<file path="src/rtl/rom_arb_pkg.sv">
// Shared constants, the request-ID width helper and the read-pipeline entry type
// used by the round-robin ROM arbiter.
package rom_arb_pkg;

  localparam int ROM_ADDR_W      = 5;
  localparam int ROM_DATA_W      = 8;
  localparam int ROM_ARB_NUM_REQ = 4;
  localparam int CNT_W           = 16;

  // The pipeline ID field is sized for the largest supported requester count (8).
  localparam int PIPE_ID_W = 3;

  function automatic int id_w(input int n);
    return (n <= 2) ? 1 : $clog2(n);
  endfunction

  typedef struct packed {
    logic                 valid;
    logic [PIPE_ID_W-1:0] id;
  } pipe_ent_t;

endpackage

</file>
<file path="src/rtl/rom_rr_arbiter_rr_grant.sv">
// Round-robin priority picker: the search starts one past ptr and wraps, and the
// first asserted request wins. Purely combinational.
module rr_grant #(
  parameter int NUM_REQ = 4,
  parameter int ID_W    = 2
) (
  input  logic [NUM_REQ-1:0] req,
  input  logic [ID_W-1:0]    ptr,
  output logic [NUM_REQ-1:0] gnt,
  output logic [ID_W-1:0]    gnt_idx,
  output logic               gnt_any
);

  logic [ID_W-1:0] idx;

  always_comb begin
    gnt     = '0;
    gnt_idx = '0;
    gnt_any = 1'b0;
    idx     = ptr;
    for (int k = 0; k < NUM_REQ; k++) begin
      if (idx == ID_W'(NUM_REQ - 1)) idx = '0;
      else                           idx = idx + ID_W'(1);
      if (!gnt_any && req[idx]) begin
        gnt_any  = 1'b1;
        gnt[idx] = 1'b1;
        gnt_idx  = idx;
      end
    end
  end

endmodule

</file>
<file path="src/rtl/rom_rr_arbiter.sv">
// Round-robin arbiter sharing one registered-output ROM between NUM_REQ requesters.
// Optional grant counters are built when ROM_ARB_STATS_EN is defined.
module rom_rr_arbiter
  import rom_arb_pkg::*;
#(
  parameter int NUM_REQ = rom_arb_pkg::ROM_ARB_NUM_REQ,
  parameter int ADDR_W  = rom_arb_pkg::ROM_ADDR_W,
  parameter int DATA_W  = rom_arb_pkg::ROM_DATA_W,
  parameter int CNT_W   = rom_arb_pkg::CNT_W
) (
  input  logic                       clk,
  input  logic                       rst,
  input  logic [NUM_REQ-1:0]         req_valid,
  input  logic [NUM_REQ*ADDR_W-1:0]  req_addr,
  output logic [NUM_REQ-1:0]         req_ready,
  output logic                       rsp_valid,
  output logic [id_w(NUM_REQ)-1:0]   rsp_id,
  output logic [DATA_W-1:0]          rsp_data,
  output logic                       rom_rd,
  output logic [ADDR_W-1:0]          rom_addr,
  input  logic [DATA_W-1:0]          rom_data,
  output logic                       busy,
  input  logic                       stats_clr,
  output logic [NUM_REQ*CNT_W-1:0]   grant_cnt
);

  localparam int ID_W = id_w(NUM_REQ);

  logic [NUM_REQ-1:0] gnt;
  logic [ID_W-1:0]    gnt_idx;
  logic               gnt_any;
  logic [ID_W-1:0]    ptr;
  logic [ADDR_W-1:0]  win_addr;
  pipe_ent_t          pipe_p1;
  pipe_ent_t          pipe_p2;

  rr_grant #(
    .NUM_REQ (NUM_REQ),
    .ID_W    (ID_W)
  ) u_grant (
    .req     (req_valid),
    .ptr     (ptr),
    .gnt     (gnt),
    .gnt_idx (gnt_idx),
    .gnt_any (gnt_any)
  );

  assign win_addr  = req_addr[gnt_idx*ADDR_W +: ADDR_W];
  assign req_ready = gnt;

  // p1: request issued to the ROM; p2: ROM output register loaded
  always_ff @(posedge clk or posedge rst) begin
    if (rst) begin
      rom_rd   <= 1'b0;
      rom_addr <= '0;
      pipe_p1  <= '0;
      pipe_p2  <= '0;
      ptr      <= ID_W'(NUM_REQ - 1);
    end else begin
      rom_rd        <= gnt_any;
      pipe_p1.valid <= gnt_any;
      pipe_p1.id    <= PIPE_ID_W'(gnt_idx);
      pipe_p2       <= pipe_p1;
      if (gnt_any) begin
        rom_addr <= win_addr;
        ptr      <= gnt_idx;
      end
    end
  end

  assign rsp_valid = pipe_p2.valid;
  assign rsp_id    = pipe_p2.id[ID_W-1:0];
  assign rsp_data  = rom_data;
  assign busy      = pipe_p1.valid | pipe_p2.valid;

`ifdef ROM_ARB_STATS_EN
  logic [CNT_W-1:0] cnt_q [NUM_REQ];

  // Clear dominates a same-cycle grant; counters stick at all-ones.
  always_ff @(posedge clk or posedge rst) begin
    if (rst) begin
      for (int i = 0; i < NUM_REQ; i++) cnt_q[i] <= '0;
    end else if (stats_clr) begin
      for (int i = 0; i < NUM_REQ; i++) cnt_q[i] <= '0;
    end else begin
      for (int i = 0; i < NUM_REQ; i++)
        if (gnt[i] && (cnt_q[i] != '1)) cnt_q[i] <= cnt_q[i] + CNT_W'(1);
    end
  end

  for (genvar g = 0; g < NUM_REQ; g++) begin : g_cnt
    assign grant_cnt[g*CNT_W +: CNT_W] = cnt_q[g];
  end
`else
  logic unused_stats_clr;
  assign unused_stats_clr = stats_clr;
  assign grant_cnt        = '0;
`endif

endmodule

</file>
<file path="config.mk">
export PLATFORM = sky130hd
export DESIGN_NAME = rom_rr_arbiter
export DESIGN_NICKNAME = d
export VERILOG_FILES = /design/src/rtl/rom_arb_pkg.sv /design/src/rtl/rom_rr_arbiter_rr_grant.sv /design/src/rtl/rom_rr_arbiter.sv
export SDC_FILE = /design/constraint.sdc
export NUM_CORES = 1
export LEC_CHECK = 0
export ABC_AREA = 1
export BUFFER_PORTS_ARGS = -buffer_cell sky130_fd_sc_hd__buf_2
export CORE_MARGIN = 3
export CORE_UTILIZATION = 42
export DETAILED_ROUTE_END_ITERATION = 8
export PLACE_DENSITY = 0.81
export SYNTH_ARGS = -nofsm -noshare
export SYNTH_HDL_FRONTEND = slang
export SYNTH_SLANG_ARGS = --single-unit
</file>
<file path="constraint.sdc">
create_clock -name clk -period 2.7 [get_ports clk]
set_input_delay 0.27 -clock clk [delete_from_list [all_inputs] [get_ports clk]]
set_output_delay 0.27 -clock clk [all_outputs]
set_load 0.01 [all_outputs]
</file>
[Yosys cells after proc, flatten, opt, wreduce, memory -nomap -nowiden]
Cells that the tools add are included.
Cells by class
  order comparisons: 8
  multiply operators: 1
  equality and inequality tests: 4
  $add $sub $neg: 4
  reductions and logical operators: 10
  bitwise logic cells: 4
  shift operators: 1
  muxes and demuxes: 32
Operators by type and width (count)
  20-bit by 6-bit variable part select with 5-bit output: 1
  2-bit 2-to-1 mux: 8
  4-bit 2-to-1 mux: 4
  2-bit by 3-bit < comparator with 1-bit output, second input constant: 4
  1-bit 2-to-1 mux: 12
  4-bit bitwise OR: 3
  2-bit by 1-bit adder with 2-bit output, second input constant: 4
  1-bit binary-select mux with 2-bit select: 4
  1-bit demux with 2-bit select: 4
  2-bit equality test, second input constant: 4
  2-bit by 1-bit greater-or-equal comparator with 1-bit output, second input constant: 4
  1-bit logical AND: 7
  2-bit by 3-bit multiplier with 5-bit output, second input constant: 1
  1-bit zero test: 3
  1-bit bitwise OR: 1
Word-level totals
  input bits: 35
  output and inout port bits: 86
  flip-flop bits (word level): 13
  logic and storage cells: 70

[Longest topological paths before layout]
  depth in word-level cells: 16
  depth in mapped cells: 17

[Modules after synthesis]
From an unflattened synthesis, not the netlist that was laid out.
Unflattened totals
  cell total of the unflattened synthesis: 254
  area total of the unflattened synthesis: 1749.2 µm²
By module, submodules not included
  rom_rr_arbiter: area each 1173.6 µm², cells an instance 155, times used 1
  rr_grant: area each 575.6 µm², cells an instance 99, times used 1

[Worst setup path after synthesis]
OpenSTA, ideal clock, no wires.
  kind: reg-to-reg
  start point: reg ptr[0]
  end point: reg rom_addr[3]
  path buffers: 2
  cell stages (with the launch flop): 15
  setup slack: 339 ps
  clock period less this slack: 2361 ps
  arrival time: 2234 ps
  cell sequence: dfstp_2 -> buf_6 -> inv_4 -> ha_1 -> inv_2 -> nand2_4 -> nand2_2 -> nand2_2 -> nand2_4 -> nand4_2 -> nand2_2 -> nand2_4 -> buf_6 -> o211ai_2 -> nand3_1
Between the ends
  longest elaborated chain between the ends: 16
  elaborated cells on any way between the ends: 36
Ends and longest elaborated chain
  start, declared: RTL line rom_rr_arbiter.sv:32  | logic [ID_W-1:0] ptr;
  start signal, assigned: RTL line rom_rr_arbiter.sv:58  | ptr <= ID_W'(NUM_REQ - 1);
  start signal, assigned: RTL line rom_rr_arbiter.sv:66  | ptr <= gnt_idx;
  2-bit by 1-bit adder with 2-bit output / 2-bit equality test (equally long branches): RTL line rom_rr_arbiter_rr_grant.sv:23, rom_rr_arbiter_rr_grant.sv:22
  2-bit 2-to-1 mux (*): RTL line rom_rr_arbiter_rr_grant.sv:22  | if (idx == ID_W'(NUM_REQ - 1)) idx = '0;
  branches (longest 14 deep; another with 2-bit by 3-bit multiplier with 5-bit output)
  end signal, assigned: RTL line rom_rr_arbiter.sv:65  | rom_addr <= win_addr;
  end, declared: RTL line rom_rr_arbiter.sv:20  | output logic [ADDR_W-1:0] rom_addr,
Every way passes the cells marked *. The select of a mux whose other input is x is not followed.
A chain may end at the register's enable or synchronous reset.

[Worst setup path after layout]
  start point: reg ptr[0]
  end point: out req_ready[1]
Between the ends
  longest elaborated chain between the ends: 14
  elaborated cells on any way between the ends: 56
Ends and longest elaborated chain
  2-bit by 1-bit adder with 2-bit output / 2-bit equality test (equally long branches): RTL line rom_rr_arbiter_rr_grant.sv:23, rom_rr_arbiter_rr_grant.sv:22
  2-bit 2-to-1 mux (*): RTL line rom_rr_arbiter_rr_grant.sv:22
  2-bit by 1-bit adder with 2-bit output (tied with other cells): RTL line rom_rr_arbiter_rr_grant.sv:23  | else idx = idx + ID_W'(1);
  2-bit 2-to-1 mux / 1-bit 2-to-1 mux (equally long branches): RTL line rom_rr_arbiter_rr_grant.sv:22, rom_rr_arbiter_rr_grant.sv:24
  2-bit by 1-bit adder with 2-bit output (tied with other cells): RTL line rom_rr_arbiter_rr_grant.sv:23
  2-bit 2-to-1 mux (tied with other cells): RTL line rom_rr_arbiter_rr_grant.sv:22
  2-bit by 1-bit adder with 2-bit output (tied with other cells): RTL line rom_rr_arbiter_rr_grant.sv:23
  2-bit 2-to-1 mux (tied with other cells): RTL line rom_rr_arbiter_rr_grant.sv:22
  2-bit by 3-bit < comparator with 1-bit output (not written as such) (tied with other cells): RTL line rom_rr_arbiter_rr_grant.sv:26  | gnt[idx] = 1'b1;
  1-bit logical AND (not written as such) (tied with other cells): RTL line rom_rr_arbiter_rr_grant.sv:26
  1-bit 2-to-1 mux (not written as such) (tied with other cells): RTL line rom_rr_arbiter_rr_grant.sv:26
  1-bit demux with 2-bit select (tied with other cells)
  4-bit bitwise OR (no source line) / 1-bit logical AND (equally long branches)
  4-bit 2-to-1 mux (*): RTL line rom_rr_arbiter_rr_grant.sv:24  | if (!gnt_any && req[idx]) begin
  end, declared: RTL line rom_rr_arbiter.sv:15  | output logic [NUM_REQ-1:0] req_ready,
Every way passes the cells marked *; elsewhere a longest branch is shown, timed or not. The select of a mux whose other input is x is not followed.

==> impl_metrics.tcl <==
set metrics [dict create \
    ios 121 \
    cts_tree "yes" \
    hp-class "input pin to asynchronous set/reset pin" \
    cap_violations 0 \
    placed_cell_area_um2 1690 \
    critPathBufInv 2 \
    setup.worst_path.end_class "output pin" \
    grt_pass1_wl_mm 4.69 \
    final_nets 311 \
    yosys-mux-area-fraction_pct 0 \
    htree_levels 1 \
    netlist_instances 233 \
    syn_area_um2 1750 \
    fmax_ghz 0.398 \
    cpLargestDelayFamily "flip-flops" \
    worst_setup_path_start_kind "register" \
    syn_area_per_cell_um2 7.53 \
    dieArea_um2 4990 \
    yosys.area_share.adder_pct 5.71 \
    track_usage_pct 11.2 \
    finalMaxSlewViolations 0 \
    r2r_cells 12 \
    leakagePower_nw 1.04 \
    drt_wl_total_mm 3.11 \
    synth_edf_count 0 \
    synthSimpleGateAreaFrac_pct 29.3 \
    gp_congestion 0.812 \
    initial_core_util_pct 45.5 \
    fin_util_pct 46.0 \
    ys_seq_elements 13 \
    insertion_delay_ps 240 \
    ff2ff_setup_slack_ps 320 \
    fin_cells 315 \
    clk_pin_slew_ps 50 \
    rr_endpoint "rom_addr[3]" \
    rsz0062_at_grt "false" \
    numCtsBuffers 3 \
    yosysWarnings 0 \
    cp.arrival_ps 2240 \
    dieWidth_um 70.6 \
    dr.pass1.iters 5 \
    synth_top_area_cell "buf_4" \
    hpwl_mm 2.56 \
    placedCellCount 310 \
    synth.top_cells.by_count "72 x buf_4, 47 x nand2_1, 24 x inv_1" \
    root_buffer "clkbuf_8" \
    async_flop_share_pct 100 \
    setup_viol 0 \
    hold_buffers 0 \
    worstPathCellList "buf_4 -> ha_4 -> nor2_8 -> nand2_4 -> nand2_2 -> nand2_2 -> nand2_4 -> nand3b_4 -> nor2_1 -> a221oi_1 -> o21ai_0 -> buf_2" \
    path_max_fanout 12 \
    core_um2 3850 \
    drcViolationCount 0 \
    grt_max_degree 18 \
    power.density_nw_per_um2 1600 \
    grt_overflow_total 0 \
    hold-worst-slack_ps 32.5 \
    yosys-top-cells-area "buf_4 31%, dfrtp_1 16%, nand2_1 10%" \
    antenna_found_initial 0 \
    antenna_cells 0 \
    vias 1289 \
    final.fill_count 393 \
    critPathSlowestCell "dfstp_2" \
    viasPerCell 4.09 \
    period_needed_ps 2510 \
    cts.sinks 13 \
    port_buffers 39 \
    synth_top_family_by_area "buffers and inverters" \
    tns_ps 0 \
    synth_xor_area_share_pct 0 \
    synth_compound_area_share_pct 7.70 \
    layout-drive-gt1-share_pct 30.3 \
    synth.top_cell.area_share_pct 30.8 \
    drt_iter0_markers 40 \
    crit_required_ps 2430 \
    clock_skew_ps 2.73 \
    path_class "register to output pin" \
    status "finished, final reports clean" \
    synth_flop_cell "dfrtp_1" \
    yosysMostFrequentCell "buf_4" \
    clk_path_buf_depth 2 \
    die_y_um 70.6 \
    final_antenna_net_count 0 \
    yosysUniqueCellTypes 30 \
    hold_violations 0 \
    area.growth.synth_to_final_pct 1.14 \
    post_drt_wl_per_cell_um 9.87 \
    first_global_vias 1116 \
    ir_drop_mv 0.652 \
    critPathMaxStageDelay_ps 550 \
    r2r_start "ptr[1]" \
    fin_crit_sh_pct 93.0 \
    ys_seq_area_share_pct 18.7 \
    postLayoutCellArea_um2 1770 \
    rows 22 \
]
[power breakdown]
| part | internal [mW] | switching (mW) | total, mW | leakage (nW) |
|---|---|---|---|---|
| clock network | 0.104 | 0.0649 | 0.169 | 0.0228 |
| logic | 0.804 | 1.48 | 2.28 | 0.870 |
| registers | 0.331 | 0.0525 | 0.384 | 0.146 |
| total | 1.24 | 1.60 | 2.84 | 1.04 |
[through the flow]
stage	power [mW]	setup slack [ps]
floorplan	2.27	339
global placement	2.52	216
detailed placement	2.59	146
CTS	2.77	4.40
global route	3.16	12.9
finish	2.84	189
[placed cells by master (no fill, tap or decap), drive strengths merged]
cell / n
nand2: 56
nand3: 18
ha: 8
nand4: 1
dfstp: 2
clkbuf: 4
o21ai: 7
dfrtp: 11
conb: 64
a21oi: 1
o211ai: 4
a221oi: 4
nand3b: 1
buf: 41
nor2: 14
inv: 28
or2: 2
a31oi: 1
[sequential cells by signal, indices dropped and copies added, names as in the netlist]
signal,cells
pipe_p1,3
ptr,2
rom_addr,5
rsp_id,2
rsp_valid,1
[layout make-up]
| type | count | area, µm² | share of cell area (%) |
|---|---|---|---|
| clock buffers | 4 | 45.0 | 2.54 |
| repair buffers | 41 | 210 | 11.8 |
| inverters | 28 | 110 | 6.21 |
| multi-input cells | 181 | 1020 | 57.5 |
| well taps | 48 | 60.1 | 3.39 |
| flip-flops and latches | 13 | 328 | 18.5 |
[worst max path at each step]
stage	start	endpoint	depth (start not counted)
after floorplan	ptr[0]	rom_addr[3]	14
after global placement	ptr[0]	rom_addr[3]	12
after detailed placement	ptr[1]	rom_addr[3]	12
after CTS	ptr[0]	req_ready[2]	12
after global routing	ptr[0]	req_ready[0]	12
final	ptr[0]	req_ready[1]	12
[metal layers]
metal	track usage [%]	wire, µm	vias to the layer above
met3	2.13	264	8
met1	13.4	1250	562
met4	4.38	51	0
li1	-	-	660
met2	19.6	1550	59
met5	0	0	-
[timing repair]
| action | 4_1_cts | 5_1_grt |
|---|---|---|
| buffers inserted | 0 | 1 |
| resized for setup | 0 | 6 |
| endpoints found under the setup margin | 0 | 7 |
| endpoints found under the hold margin | 0 | 0 |
[worst register-to-register path, cell delays in order, from the launching register on]
cell and delay, ps:
dfstp_2 570, inv_2 80, ha_4 310, inv_2 70
o21ai_0 80, nand3_1 130, nand2_1 150, nand4_2 200
nand2_2 150, nand2_4 140, or2_1 240, nand3_1 80
nand3_1 60
[cell families after synthesis]
kind of cell    count (synthesis)
buf+inv                       102
simple gates                   92
compound gates                 17
flops                          13
fa+ha+maj                       8
other cells                     1
Note: power is estimated with default switching activity, not from simulation.
